**config.mk**
```make
export PLATFORM = sky130hd
export DESIGN_NAME = peak_trough_tracker
export DESIGN_NICKNAME = d
export VERILOG_FILES = /design/src/rtl/peak_trough_tracker.sv
export SDC_FILE = /design/constraint.sdc
export NUM_CORES = 1
export LEC_CHECK = 0
export BUFFER_PORTS_ARGS = -buffer_cell sky130_fd_sc_hd__buf_4
export CAP_MARGIN = 20
export CORE_UTILIZATION = 40
export CTS_BUF_LIST = sky130_fd_sc_hd__clkbuf_8
export DETAILED_ROUTE_END_ITERATION = 7
export GPL_TIMING_DRIVEN = 0
export PLACE_DENSITY = 0.69
export SYNTH_ARGS = -nofsm -noshare
export SYNTH_HDL_FRONTEND = slang
export SYNTH_SLANG_ARGS = --single-unit
```
**constraint.sdc**
```tcl
create_clock -name clk -period 11.34 [get_ports clk]
set_input_delay 0.567 -clock clk [delete_from_list [all_inputs] [get_ports clk]]
set_output_delay 0.567 -clock clk [all_outputs]
set_load 0.02 [all_outputs]
```
**src/rtl/peak_trough_tracker.sv**
```systemverilog
// Local-extremum detector with hysteresis and refractory gap on a sample-valid stream.
// Counts accepted peaks/troughs (saturating) and reports the peak-to-peak interval in valid samples.
module peak_trough_tracker #(
    parameter int DATA_W = 10,
    parameter int CNT_W  = 16,
    parameter int GAP_W  = 16
) (
    input  logic              clk,
    input  logic              reset,
    input  logic              clear,
    input  logic              sample_valid,
    input  logic [DATA_W-1:0] sample,
    input  logic [DATA_W-1:0] hyst,
    input  logic [GAP_W-1:0]  min_gap,
    output logic              peak_pulse,
    output logic              trough_pulse,
    output logic [DATA_W-1:0] peak_value,
    output logic [DATA_W-1:0] trough_value,
    output logic [CNT_W-1:0]  num_peaks,
    output logic [CNT_W-1:0]  num_troughs,
    output logic [GAP_W-1:0]  peak_interval,
    output logic              interval_valid
);

    typedef enum logic [1:0] {INIT, RISING, FALLING} state_t;

    state_t            state, state_n;
    logic              seen, seen_n;
    logic              have_pk, have_pk_n;
    logic [DATA_W-1:0] mx, mx_n, mn, mn_n;
    logic [GAP_W-1:0]  since_pk, since_pk_n, since_tr, since_tr_n;

    logic              peak_pulse_n, trough_pulse_n, interval_valid_n;
    logic [DATA_W-1:0] peak_value_n, trough_value_n;
    logic [CNT_W-1:0]  num_peaks_n, num_troughs_n;
    logic [GAP_W-1:0]  peak_interval_n;

    logic              pk_cand, tr_cand;
    logic [DATA_W-1:0] h;
    logic [DATA_W:0]   s_x, h_x, mx_x, mn_x;

    // One extra bit so sample+h and min+h never wrap.
    assign h    = (hyst == '0) ? DATA_W'(1) : hyst;
    assign s_x  = {1'b0, sample};
    assign h_x  = {1'b0, h};
    assign mx_x = {1'b0, mx};
    assign mn_x = {1'b0, mn};

    always_comb begin
        state_n          = state;
        seen_n           = seen;
        have_pk_n        = have_pk;
        mx_n             = mx;
        mn_n             = mn;
        since_pk_n       = since_pk;
        since_tr_n       = since_tr;
        peak_pulse_n     = 1'b0;
        trough_pulse_n   = 1'b0;
        interval_valid_n = 1'b0;
        peak_value_n     = peak_value;
        trough_value_n   = trough_value;
        num_peaks_n      = num_peaks;
        num_troughs_n    = num_troughs;
        peak_interval_n  = peak_interval;
        pk_cand          = 1'b0;
        tr_cand          = 1'b0;

        if (sample_valid) begin
            since_pk_n = (&since_pk) ? since_pk : since_pk + GAP_W'(1);
            since_tr_n = (&since_tr) ? since_tr : since_tr + GAP_W'(1);

            case (state)
                INIT: begin
                    if (!seen) begin
                        mx_n   = sample;
                        mn_n   = sample;
                        seen_n = 1'b1;
                    end else begin
                        if (sample > mx) mx_n = sample;
                        if (sample < mn) mn_n = sample;
                        if (s_x >= mn_x + h_x) begin
                            state_n = RISING;
                            mx_n    = sample;
                        end else if (s_x + h_x <= mx_x) begin
                            state_n = FALLING;
                            mn_n    = sample;
                        end
                    end
                end
                RISING: begin
                    if (s_x + h_x <= mx_x) begin
                        pk_cand = 1'b1;
                        state_n = FALLING;
                        mn_n    = sample;
                    end else if (sample > mx) begin
                        mx_n = sample;
                    end
                end
                FALLING: begin
                    if (s_x >= mn_x + h_x) begin
                        tr_cand = 1'b1;
                        state_n = RISING;
                        mx_n    = sample;
                    end else if (sample < mn) begin
                        mn_n = sample;
                    end
                end
                default: state_n = INIT;
            endcase

            // Refractory test uses the distance before this sample's increment.
            if (pk_cand && since_pk >= min_gap) begin
                peak_pulse_n = 1'b1;
                peak_value_n = mx;
                num_peaks_n  = (&num_peaks) ? num_peaks : num_peaks + CNT_W'(1);
                since_pk_n   = '0;
                if (have_pk) begin
                    peak_interval_n  = since_pk;
                    interval_valid_n = 1'b1;
                end
                have_pk_n = 1'b1;
            end
            if (tr_cand && since_tr >= min_gap) begin
                trough_pulse_n = 1'b1;
                trough_value_n = mn;
                num_troughs_n  = (&num_troughs) ? num_troughs : num_troughs + CNT_W'(1);
                since_tr_n     = '0;
            end
        end
    end

    always_ff @(posedge clk or posedge reset) begin
        if (reset) begin
            state          <= INIT;
            seen           <= 1'b0;
            have_pk        <= 1'b0;
            mx             <= '0;
            mn             <= '0;
            since_pk       <= '1;
            since_tr       <= '1;
            peak_pulse     <= 1'b0;
            trough_pulse   <= 1'b0;
            interval_valid <= 1'b0;
            peak_value     <= '0;
            trough_value   <= '0;
            num_peaks      <= '0;
            num_troughs    <= '0;
            peak_interval  <= '0;
        end else if (clear) begin
            state          <= INIT;
            seen           <= 1'b0;
            have_pk        <= 1'b0;
            mx             <= '0;
            mn             <= '0;
            since_pk       <= '1;
            since_tr       <= '1;
            peak_pulse     <= 1'b0;
            trough_pulse   <= 1'b0;
            interval_valid <= 1'b0;
            peak_value     <= '0;
            trough_value   <= '0;
            num_peaks      <= '0;
            num_troughs    <= '0;
            peak_interval  <= '0;
        end else begin
            state          <= state_n;
            seen           <= seen_n;
            have_pk        <= have_pk_n;
            mx             <= mx_n;
            mn             <= mn_n;
            since_pk       <= since_pk_n;
            since_tr       <= since_tr_n;
            peak_pulse     <= peak_pulse_n;
            trough_pulse   <= trough_pulse_n;
            interval_valid <= interval_valid_n;
            peak_value     <= peak_value_n;
            trough_value   <= trough_value_n;
            num_peaks      <= num_peaks_n;
            num_troughs    <= num_troughs_n;
            peak_interval  <= peak_interval_n;
        end
    end

endmodule

```
==> flow_metrics.tcl <==
set metrics [dict create \
    crit_fanout 9 \
    synth_ff_type "dfrtp_1" \
    dp_cells 1398 \
    p_per_area_mw_per_mm2 195 \
    synth-edff-count 0 \
    fin_setup_tns_ns 0 \
    cp.required_ns 11.73 \
    power.internal_mw 1.23 \
    min-delay-path-class "in2async" \
    max_freq_mhz 183 \
    clkSinkCount 127 \
    path_clk_slew_ns 0.08 \
    finalSetupViolCount 0 \
    finalMaxSlewViolations 0 \
    power.total_mw 2.11 \
    switching_share_pct 41.5 \
    worst_r2r_path_depth 17 \
    tritoncts "done" \
    syn_inst 1008 \
    track_usage_pct 22.0 \
    rsz0062_at_grt "no" \
    crit_chain "clkbuf_1 -> nor3_1 -> a31o_2 -> ha_1 -> maj3_1 -> maj3_2 -> maj3_1 -> a21oi_1 -> a21oi_1 -> maj3_2 -> a21oi_1 -> xor2_1 -> ha_1 -> nand4_1 -> o31ai_1 -> o311ai_4 -> nor2_8 -> a211oi_4 -> o22ai_1 -> o2bb2ai_1" \
    path_common_cell "a21oi_1" \
    yosysTopAreaCell "dfrtp_1" \
    cts.repair.resized 0 \
    fin_crit_sh_pct 48.2 \
    preCtsSetupSlack_ns 5.47 \
    cap_violations 0 \
    cts_buffers 17 \
    peakVddDrop_mv 0.0948 \
    slew_headroom_pct 37.8 \
    fp.coreArea_mm2 0.0226 \
    synthesis.area_mm2 0.00916 \
    final_util_pct 47.8 \
    routed_wl_um 25300 \
    grt_pass1_vias 7880 \
    place_hpwl_um 19000 \
    postLayoutCellArea_mm2 0.0108 \
    hold_violations 0 \
    hold-worst-slack_ns 0.0842 \
    globalplace.congestion 0.875 \
    wl_per_cell_um 17.7 \
    synth.avg_cell_area_um2 9.09 \
    seqPwrFrac_pct 32.3 \
    outcome "completed" \
    tightest_slew_ns 0.933 \
    cellLeakagePower_nw 4.93 \
    switchingPower_uw 875 \
    p_clk_share_pct 21.5 \
    cp-start-kind "primary input" \
    htreeDepth 4 \
    yosysUniqueCellTypes 84 \
    clock_latency_ns 0.47 \
    post_cts.repair.setup_buffers 0 \
    num_vias 8218 \
    synth.top_cell.area_share_pct 25.9 \
    cpMaxStageDelayCell "o22ai_1" \
    fin_worst_skew_ns 0.0167 \
    diodes 0 \
    io_buffers 104 \
    antenna_found_initial 0 \
    final_cell_count_no_fill 1430 \
    r2r-start "mn[0]$_DFFE_PP0P_" \
    initial_core_util_pct 40.6 \
    dieArea_mm2 0.0235 \
    drive_above_1_share_pct 19.9 \
    io_pins 111 \
    cts_hold_buffers 0 \
    grt_max_degree 94 \
    synth-async-reset-ratio_pct 100 \
    worstPathArrival_ns 5.85 \
    grt_remaining_overflow 0 \
    die_width_um 153 \
    nets 1263 \
    rows 55 \
    first_pass_iters 5 \
    end_kind "register" \
    drtIter0Drc 518 \
    p_comb_share_pct 46.2 \
    syn_nets 1139 \
    area_growth_pct 17.7 \
    synth.area.top_cells "dfrtp_1 (26%), ha_1 (12%), dfstp_2 (9.2%)" \
    die_h_um 153 \
    finalWorstSetupSlack_ns 5.88 \
    layout_common_cells "buf_4 (104), nor2_1 (97), dfrtp_1 (95)" \
    placed_cell_area_mm2 0.0103 \
    final_common_cell "buf_4" \
    critPathKind "in2reg" \
    yosys_warnings 0 \
    ys_ff_latch 127 \
    finalCriticalPeriod_ns 5.46 \
    rrSetupSlack_ns 6.30 \
    drc 0 \
    cts-root-buf "clkbuf_8" \
    reg2reg_to "mn[4]$_DFFE_PP0P_" \
    grt_pass1_wl_um 40900 \
    clockBufferDepth 2 \
    slowest_delay_ns 0.67 \
    ys_seq_area_share_pct 35.1 \
    ant_nets 0 \
    viasPerCell 5.75 \
]
## Yosys cell counts (7+ instances only)
master	count
xnor2_1	17
o21ai_0	53
mux2i_1	23
o31ai_1	12
buf_2	9
nand3_1	47
or4_1	12
nor2b_1	14
nor4_1	7
a21o_1	24
a221o_1	19
nor3_1	23
nand2_1	42
a22o_1	12
xor2_1	10
dfstp_2	32
a21oi_1	79
mux2_2	11
nand4_1	23
inv_1	69
nor2_1	97
o21a_1	10
dfrtp_1	95
ha_1	91
clkbuf_1	36
o2bb2ai_1	8
## registers in the layout, summed over array words and instances, names as in the netlist
| register | count |
|---|---|
| trough_value | 10 |
| num_peaks | 16 |
| peak_pulse | 1 |
| state | 2 |
| trough_pulse | 1 |
| since_tr | 16 |
| mx | 10 |
| peak_value | 10 |
| seen | 1 |
| since_pk | 16 |
| mn | 10 |
| num_troughs | 16 |
| peak_interval | 16 |
| have_pk | 1 |
| interval_valid | 1 |
## power groups by stage
stage / clock network [mW] / registers, mW / logic, mW
after floorplan: 0 / 0.644 / 0.768
after global placement: 0 / 0.685 / 0.933
after detailed placement: 0 / 0.687 / 0.960
after CTS: 0.461 / 0.679 / 0.966
after global routing: 0.480 / 0.693 / 1.09
final: 0.452 / 0.681 / 0.974
## cells by family (layout without fill, tap and decap cells)
| group | after synthesis | in the layout | share of synthesized area [%] |
|---|---|---|---|
| and+or+nand+nor | 316 | 316 | 18.0 |
| AOI/OAI and AO/OA | 285 | 285 | 21.8 |
| DFF | 127 | 127 | 35.1 |
| buffers and inverters | 122 | 259 | 5.45 |
| adders and majority gates | 97 | 97 | 13.1 |
| muxes | 34 | 34 | 3.86 |
| xor gates and xnor gates | 27 | 27 | 2.58 |
## worst max-delay path, delay by kind of cell
family | cells | cell delay (ns)
fa+ha+maj | 6 | 1.95
simple gates | 3 | 0.47
xor+xnor | 1 | 0.10
compound gates | 9 | 2.39
buf+inv | 1 | 0.37
## layer usage
metal  share of wire, %  GRT usage [%]  vias up  wire [um]
met5                  0              0        -          0
met4                1.7           6.71        0        427
met3                5.9           4.51       27       1500
met2                 48           36.5      261      12100
met1                 44           28.9     3971      11200
li1                   -              -     3959          -
## layout make-up
cell class	count	area, um2
fill	2170	11800
multi-input combinational	759	5450
sequential	127	3220
tap	285	357
clock inverter	13	186
timing repair buffer	105	808
clock buffer	19	262
buffer	52	236
inverter	70	268
## how the worst max path moves through the flow
stage                     startpoint                    endpoint  slack [ns]  cells after the start
final                        hyst[3]           mn[4]$_DFFE_PP0P_        5.88                     20
after CTS                    hyst[3]  num_troughs[0]$_DFFE_PP0P_        5.94                     20
after detailed placement     hyst[3]           mn[4]$_DFFE_PP0P_        5.47                     20
after floorplan              hyst[3]  num_troughs[0]$_DFFE_PP0P_        6.11                     21
after global placement       hyst[3]           mn[6]$_DFFE_PP0P_        5.54                     20
after global routing         hyst[3]           mn[2]$_DFFE_PP0P_        5.61                     20
Power figures use the tool's default switching activity.
